$ cat src/rtl/run_monitor.sv
// run_monitor: end-of-program monitor and memory dump sequencer.
//
// Taps the instruction fetch bus and counts RUN cycles until the halt word
// is fetched or the cycle budget runs out. After a halt it waits a fixed
// number of drain cycles, then reads DUMP_WORDS words of data memory through
// a synchronous read port and streams them out over valid/ready.
//
// Build option: RUN_MONITOR_DUMP_EN
//   defined   - DRAIN is followed by the memory dump (DUMP_RD/DUMP_OUT).
//   undefined - DRAIN goes straight to DONE; the dump port outputs are
//               tied to 0 and out_ready/dump_rd_data are ignored.
//
// Ports:
//   clk, reset (async, active low)     clock and reset
//   start                              begin a run (IDLE/DONE/TIMEOUT only)
//   inst_valid, inst                   fetch bus tap
//   dump_rd_en, dump_addr              DMEM read strobe and word address
//   dump_rd_data                       DMEM read data, one cycle after strobe
//   out_valid, out_ready               dump stream handshake
//   out_data, out_index                dumped word and its address
//   busy, done, timeout                status (RUN..DUMP / DONE / TIMEOUT)
//   cycle_count                        RUN cycle count, frozen after halt
//
// state    | meaning
// IDLE     | waiting for start after reset
// RUN      | program executing, counting cycles, watching for halt
// DRAIN    | halt seen, letting the pipeline settle
// DUMP_RD  | read strobe issued for dump_addr
// DUMP_OUT | word presented on the output, waiting for out_ready
// DONE     | dump complete (sticky until start)
// TIMEOUT  | cycle budget exhausted without halt (sticky until start)

module run_monitor #(
  parameter int DATA_W         = 32,
  parameter int ADDR_W         = 8,
  parameter int CNT_W          = 32,
  parameter logic [DATA_W-1:0] HALT_WORD = '0,
  parameter int TIMEOUT_CYCLES = 100,
  parameter int DRAIN_CYCLES   = 5,
  parameter int DUMP_WORDS     = 8
) (
  input  logic              clk,
  input  logic              reset,
  input  logic              start,
  input  logic              inst_valid,
  input  logic [DATA_W-1:0] inst,
  output logic              dump_rd_en,
  output logic [ADDR_W-1:0] dump_addr,
  input  logic [DATA_W-1:0] dump_rd_data,
  output logic              out_valid,
  input  logic              out_ready,
  output logic [DATA_W-1:0] out_data,
  output logic [ADDR_W-1:0] out_index,
  output logic              busy,
  output logic              done,
  output logic              timeout,
  output logic [CNT_W-1:0]  cycle_count
);

  localparam int DRAIN_W = (DRAIN_CYCLES > 1) ? $clog2(DRAIN_CYCLES) : 1;
  localparam logic [DRAIN_W-1:0] DRAIN_LOAD   = DRAIN_W'(DRAIN_CYCLES - 1);
  localparam logic [CNT_W-1:0]   TIMEOUT_LAST = CNT_W'(TIMEOUT_CYCLES - 1);

  typedef enum logic [2:0] {
    IDLE, RUN, DRAIN, DUMP_RD, DUMP_OUT, DONE, TIMEOUT
  } state_t;

  state_t             state;
  logic [DRAIN_W-1:0] drain_cnt;
  logic               halt_seen;
  logic               last_word;

  assign halt_seen = inst_valid && (inst == HALT_WORD);

  always_ff @(posedge clk or negedge reset) begin
    if (!reset) begin
      state       <= IDLE;
      cycle_count <= '0;
      drain_cnt   <= '0;
    end else begin
      case (state)
        IDLE, DONE, TIMEOUT: begin
          if (start) begin
            state       <= RUN;
            cycle_count <= '0;
          end
        end
        RUN: begin
          // Halt wins over timeout when both land on the same cycle.
          if (halt_seen) begin
            state     <= DRAIN;
            drain_cnt <= DRAIN_LOAD;
          end else if (cycle_count == TIMEOUT_LAST) begin
            state <= TIMEOUT;
          end else if (cycle_count != '1) begin
            cycle_count <= cycle_count + CNT_W'(1);
          end
        end
        DRAIN: begin
          if (drain_cnt == '0) begin
`ifdef RUN_MONITOR_DUMP_EN
            state <= DUMP_RD;
`else
            state <= DONE;
`endif
          end else begin
            drain_cnt <= drain_cnt - DRAIN_W'(1);
          end
        end
`ifdef RUN_MONITOR_DUMP_EN
        DUMP_RD: state <= DUMP_OUT;
        DUMP_OUT: begin
          if (out_ready) state <= last_word ? DONE : DUMP_RD;
        end
`endif
        default: state <= IDLE;
      endcase
    end
  end

  assign busy    = (state == RUN) || (state == DRAIN) ||
                   (state == DUMP_RD) || (state == DUMP_OUT);
  assign done    = (state == DONE);
  assign timeout = (state == TIMEOUT);

`ifdef RUN_MONITOR_DUMP_EN
  logic [ADDR_W-1:0] addr_q;
  logic [ADDR_W-1:0] index_q;
  logic [DATA_W-1:0] data_q;
  logic              valid_q;
  logic              fresh_q;

  assign last_word = (addr_q == ADDR_W'(DUMP_WORDS - 1));

  // Read data arrives during the first DUMP_OUT cycle (fresh_q) and is only
  // guaranteed for that cycle, so it is passed straight through then and held
  // in data_q for any further cycles of back-pressure.
  always_ff @(posedge clk or negedge reset) begin
    if (!reset) begin
      addr_q  <= '0;
      index_q <= '0;
      data_q  <= '0;
      valid_q <= 1'b0;
      fresh_q <= 1'b0;
    end else begin
      fresh_q <= (state == DUMP_RD);
      if (fresh_q) data_q <= dump_rd_data;
      case (state)
        IDLE, DONE, TIMEOUT: begin
          if (start) begin
            addr_q  <= '0;
            valid_q <= 1'b0;
          end
        end
        DUMP_RD: begin
          valid_q <= 1'b1;
          index_q <= addr_q;
        end
        DUMP_OUT: begin
          if (out_ready) begin
            valid_q <= 1'b0;
            if (!last_word) addr_q <= addr_q + ADDR_W'(1);
          end
        end
        default: ;
      endcase
    end
  end

  assign dump_rd_en = (state == DUMP_RD);
  assign dump_addr  = addr_q;
  assign out_valid  = valid_q;
  assign out_index  = index_q;
  assign out_data   = fresh_q ? dump_rd_data : data_q;
`else
  logic unused_dump;

  assign last_word   = 1'b0;
  assign unused_dump = ^{out_ready, dump_rd_data, last_word, ADDR_W'(DUMP_WORDS - 1)};
  assign dump_rd_en  = 1'b0;
  assign dump_addr   = '0;
  assign out_valid   = 1'b0;
  assign out_index   = '0;
  assign out_data    = '0;
`endif

endmodule

$ cat config.mk
export PLATFORM = sky130hd
export DESIGN_NAME = run_monitor
export DESIGN_NICKNAME = d
export VERILOG_FILES = /design/src/rtl/run_monitor.sv
export SDC_FILE = /design/constraint.sdc
export NUM_CORES = 1
export LEC_CHECK = 0
export ABC_AREA = 0
export BUFFER_PORTS_ARGS = -buffer_cell sky130_fd_sc_hd__clkbuf_2
export CAP_MARGIN = 20
export CORE_UTILIZATION = 49
export DETAILED_ROUTE_END_ITERATION = 6
export HOLD_SLACK_MARGIN = 0.02
export PLACE_DENSITY_LB_ADDON = 0.15
export SLEW_MARGIN = 0
export SYNTH_ARGS = -nofsm -noshare
export SYNTH_HDL_FRONTEND = slang
export SYNTH_SLANG_ARGS = --single-unit
$ cat constraint.sdc
create_clock -name clk -period 3.9 [get_ports clk]
set_input_delay 0.195 -clock clk [delete_from_list [all_inputs] [get_ports clk]]
set_output_delay 0.195 -clock clk [all_outputs]
set_load 0.1 [all_outputs]
==> flow_summary.ini <==
[yosys]
synth_edf_count = 0
syn-cell-area_um2 = 2890
synth.avg_cell_area_um2 = 8.61
ys_ff_latch = 38
synthArstFlopShare_pct = 100
synthCells = 336
synth_ff_type = dfrtp_1
synth.distinct_cells = 48
ys_warn_count = 0
ys_seq_area_share_pct = 32.9

[die]
die_w_um = 78.9
start_util_pct = 51.6
die-height_um = 78.9
core_um2 = 5610
rows = 27
die_area_um2 = 6220
io_pins = 154

[critical_path]
path_common_cell = nand4_1
cp_slowest_cell = a21boi_2
path_max_fanout = 13
endpoint = cycle_count[0]$_DFFE_PN0P_
rr_worst_depth = 8
arrival_ns = 3.14
path_class = flip-flop to flip-flop
reg2reg_slack_ns = 0.98
cp_data_required_time_ns = 4.13
critPathLaunchType = flip-flop
critical_path.max_stage_delay_ns = 0.55
worstSetupPathDepth = 8
cp_cell_sequence = ha_1 -> nand4_1 -> or4_1 -> nor3_2 -> nand4_1 -> a21boi_2 -> buf_4 -> mux2_2
r2r_start = cycle_count[0]$_DFFE_PN0P_
critPathBufInv = 1
critPathTopFamily = simple AND/OR/NAND/NOR gates
cp-startpoint = cycle_count[0]$_DFFE_PN0P_
r2r_end = cycle_count[0]$_DFFE_PN0P_
worst_setup_path_end_kind = flip-flop

[routing]
firstDrtPassIters = 4
dr_total_vias = 2734
drc = 0
route.met3.wl_um = 578
drtAntennaViolNets = 0
drt_iter0_markers = 130
wl_met2_mm = 3.43
wl_met1_mm = 3.11
top_layer_used = met4
routed_via_density = 5.78
post_drt_wl_per_cell_um = 15.2
totalWireLength_mm = 7.18

[placed_design]
pre_cts_slack_ns = 0.985
place_hpwl_mm = 5.16
portBuffers = 70
gp_congestion = 0.890

[grt]
grt_use_total_pct = 23.6
grt_pass1_vias = 2409
antenna_found_initial = 0
grt_max_degree = 39
overflow = 0
grt_first_pass_wirelength_mm = 11.5

[sta]
tns_ns = 0
clock_skew_ns = 0.00585
fin_crit_sh_pct = 74.8
rsz0062_at_grt = no
slew_viol_final = 0
finalHoldViolCount = 0
slew_headroom_pct = 34.1
final-setup-viol-count = 0
fmax_ghz = 0.343
layout_setup_ws_ns = 0.984
tightest_slew_ns = 0.989
timing.final.crit_period_ns = 2.92

[power]
swShare_pct = 61.6
internal_power_w = 0.000824
pwr_density_cell_nw_per_um2 = 678
share_comb_of_total_power_pct = 58.5
clock_power_share_pct = 12.0
p_leak_nw = 1.64
p_seq_share_pct = 29.5
max-vdd-ir-drop_mv = 0.503
p_sw_w = 0.00132

[cells_and_area]
drive_above_1_share_pct = 21.9
register_area_um2 = 951
nNetsFinal = 473
nFillCells = 563
area_growth_pct = 9.38
multiInputGateArea_um2 = 1650
antenna_cells = 0

[clocking]
cts_inserted_buffers = 5
postCtsSetupBuffers = 0
clkTransAtPathRegs_ns = 0.07
cts.path.max_buffers = 2
cts.sinks = 38
cts_tree = built
ctsHoldBuffers = 0
clk_latency_ns = 0.29
cts_htree_levels = 2
cts_resized = 0
cts-root-buf = clkbuf_8

[flow_run]
maxCapViolCount = 0

[min_path]
min_path_type = primary input to async pin

[run_status]
outcome = completed
[through the flow]
| stage | total power [W] | instances | area, um2 | hold WS (ns) | utilization [%] |
|---|---|---|---|---|---|
| floorplan | 0.00171 | 385 | 3080 | -0.101 | - |
| global placement | 0.00188 | 466 | 3090 | 0.398 | 55.1 |
| detailed placement | 0.00189 | 466 | 3090 | 0.408 | 55.1 |
| CTS | 0.00215 | 473 | 3170 | 0.0918 | 56.4 |
| global route | 0.00224 | 473 | 3170 | 0.135 | 56.4 |
| finish | 0.00215 | 473 | 3170 | 0.0573 | 56.4 |
[power by group through the flow]
stage          clock network [W]  logic (W)  registers [W]
6_report                0.000258    0.00125       0.000633
5_1_grt                 0.000278    0.00131       0.000653
4_1_cts                 0.000266    0.00126       0.000627
3_5_place_dp                   0    0.00125       0.000635
3_3_place_gp                   0    0.00125       0.000636
2_1_floorplan                  0   0.000604        0.00111
[worst reg2reg max path, stage by stage (launching register included)]
cell	delay, ns
dfrtp_1	0.46
ha_1	0.31
nand4_1	0.16
or4_1	0.44
nor3_2	0.20
nand4_1	0.25
a21boi_2	0.55
buf_4	0.32
mux2_2	0.17
[flip-flops by register name (all words and copies together) (netlist names)]
signal,flops
state,3
cycle_count,32
drain_cnt,3
[how the worst min path moves through the flow]
stage / end / depth (start not counted)
6_report: cycle_count[31]$_DFFE_PN0P_ / 1
5_1_grt: drain_cnt[0]$_DFFE_PN0P_ / 1
3_5_place_dp: drain_cnt[1]$_DFFE_PN0P_ / 1
3_3_place_gp: drain_cnt[0]$_DFFE_PN0P_ / 1
4_1_cts: drain_cnt[1]$_DFFE_PN0P_ / 1
2_1_floorplan: cycle_count[0]$_DFFE_PN0P_ / 0
[layout by cell type (no fill, tap or decap), types with 4 or more instances in the layout]
master,n
nand3_1,15
o21ai_0,5
a21oi_1,4
conb_1,50
a221o_1,15
o311ai_0,5
and4_1,5
o211ai_1,5
inv_1,6
or3_1,6
and3_1,17
nor2_1,22
dfrtp_1,38
nor3_1,15
clkbuf_8,5
a21o_1,8
nor4_1,17
nand2_1,29
nand4_1,14
clkbuf_2,70
[synthesized netlist by cell type, drive strengths merged (2+ instances only)]
cell type | n | area share (%)
ha | 3 | 1.3
o211ai | 5 | 1.3
a221o | 15 | 5.2
or4 | 2 | 0.52
buf | 58 | 15
a21oi | 4 | 0.69
o41ai | 3 | 0.91
nor2 | 23 | 3.2
clkbuf | 6 | 0.78
nor4 | 17 | 3.7
a21o | 8 | 2.1
or3 | 8 | 2.1
nor2b | 3 | 0.65
mux2i | 2 | 0.69
o311ai | 6 | 1.8
and3 | 17 | 3.7
dfrtp | 38 | 33
nand2 | 29 | 3.8
nand3 | 15 | 2.6
and4 | 5 | 1.5
and2 | 3 | 0.65
nand4 | 15 | 3.8
inv | 6 | 0.78
nor3 | 16 | 2.9
o211a | 3 | 1.0
a211o | 3 | 0.91
or2 | 3 | 0.65
o21ai | 5 | 0.86
o31ai | 3 | 0.78
[per-layer routing]
metal / up-vias / GRT usage (%)
met1: 1278 / 30.8
met5: - / 0
met2: 135 / 40.5
met4: 0 / 5.82
li1: 1312 / -
met3: 9 / 3.91
[logic make-up after synthesis]
| family | count (synthesis) | synth area share, % |
|---|---|---|
| AO/OA/AOI/OAI | 62 | 17.7 |
| adder cells (fa/ha/maj) | 3 | 1.30 |
| buffers and inverters | 70 | 16.4 |
| flip-flops | 38 | 32.9 |
| multiplexers | 3 | 1.08 |
| other | 1 | 0.130 |
| AND/OR/NAND/NOR | 159 | 30.6 |
[cell type report]
type                            count  share of cell area [%]
Clock buffer                        7                    2.41
Inverter                            6                   0.711
Multi-Input combinational cell    277                    52.2
Sequential cell                    38                    30.0
Tap cell                           72                    2.85
Timing Repair Buffer               73                    11.8
Power figures use the tool's default switching activity.
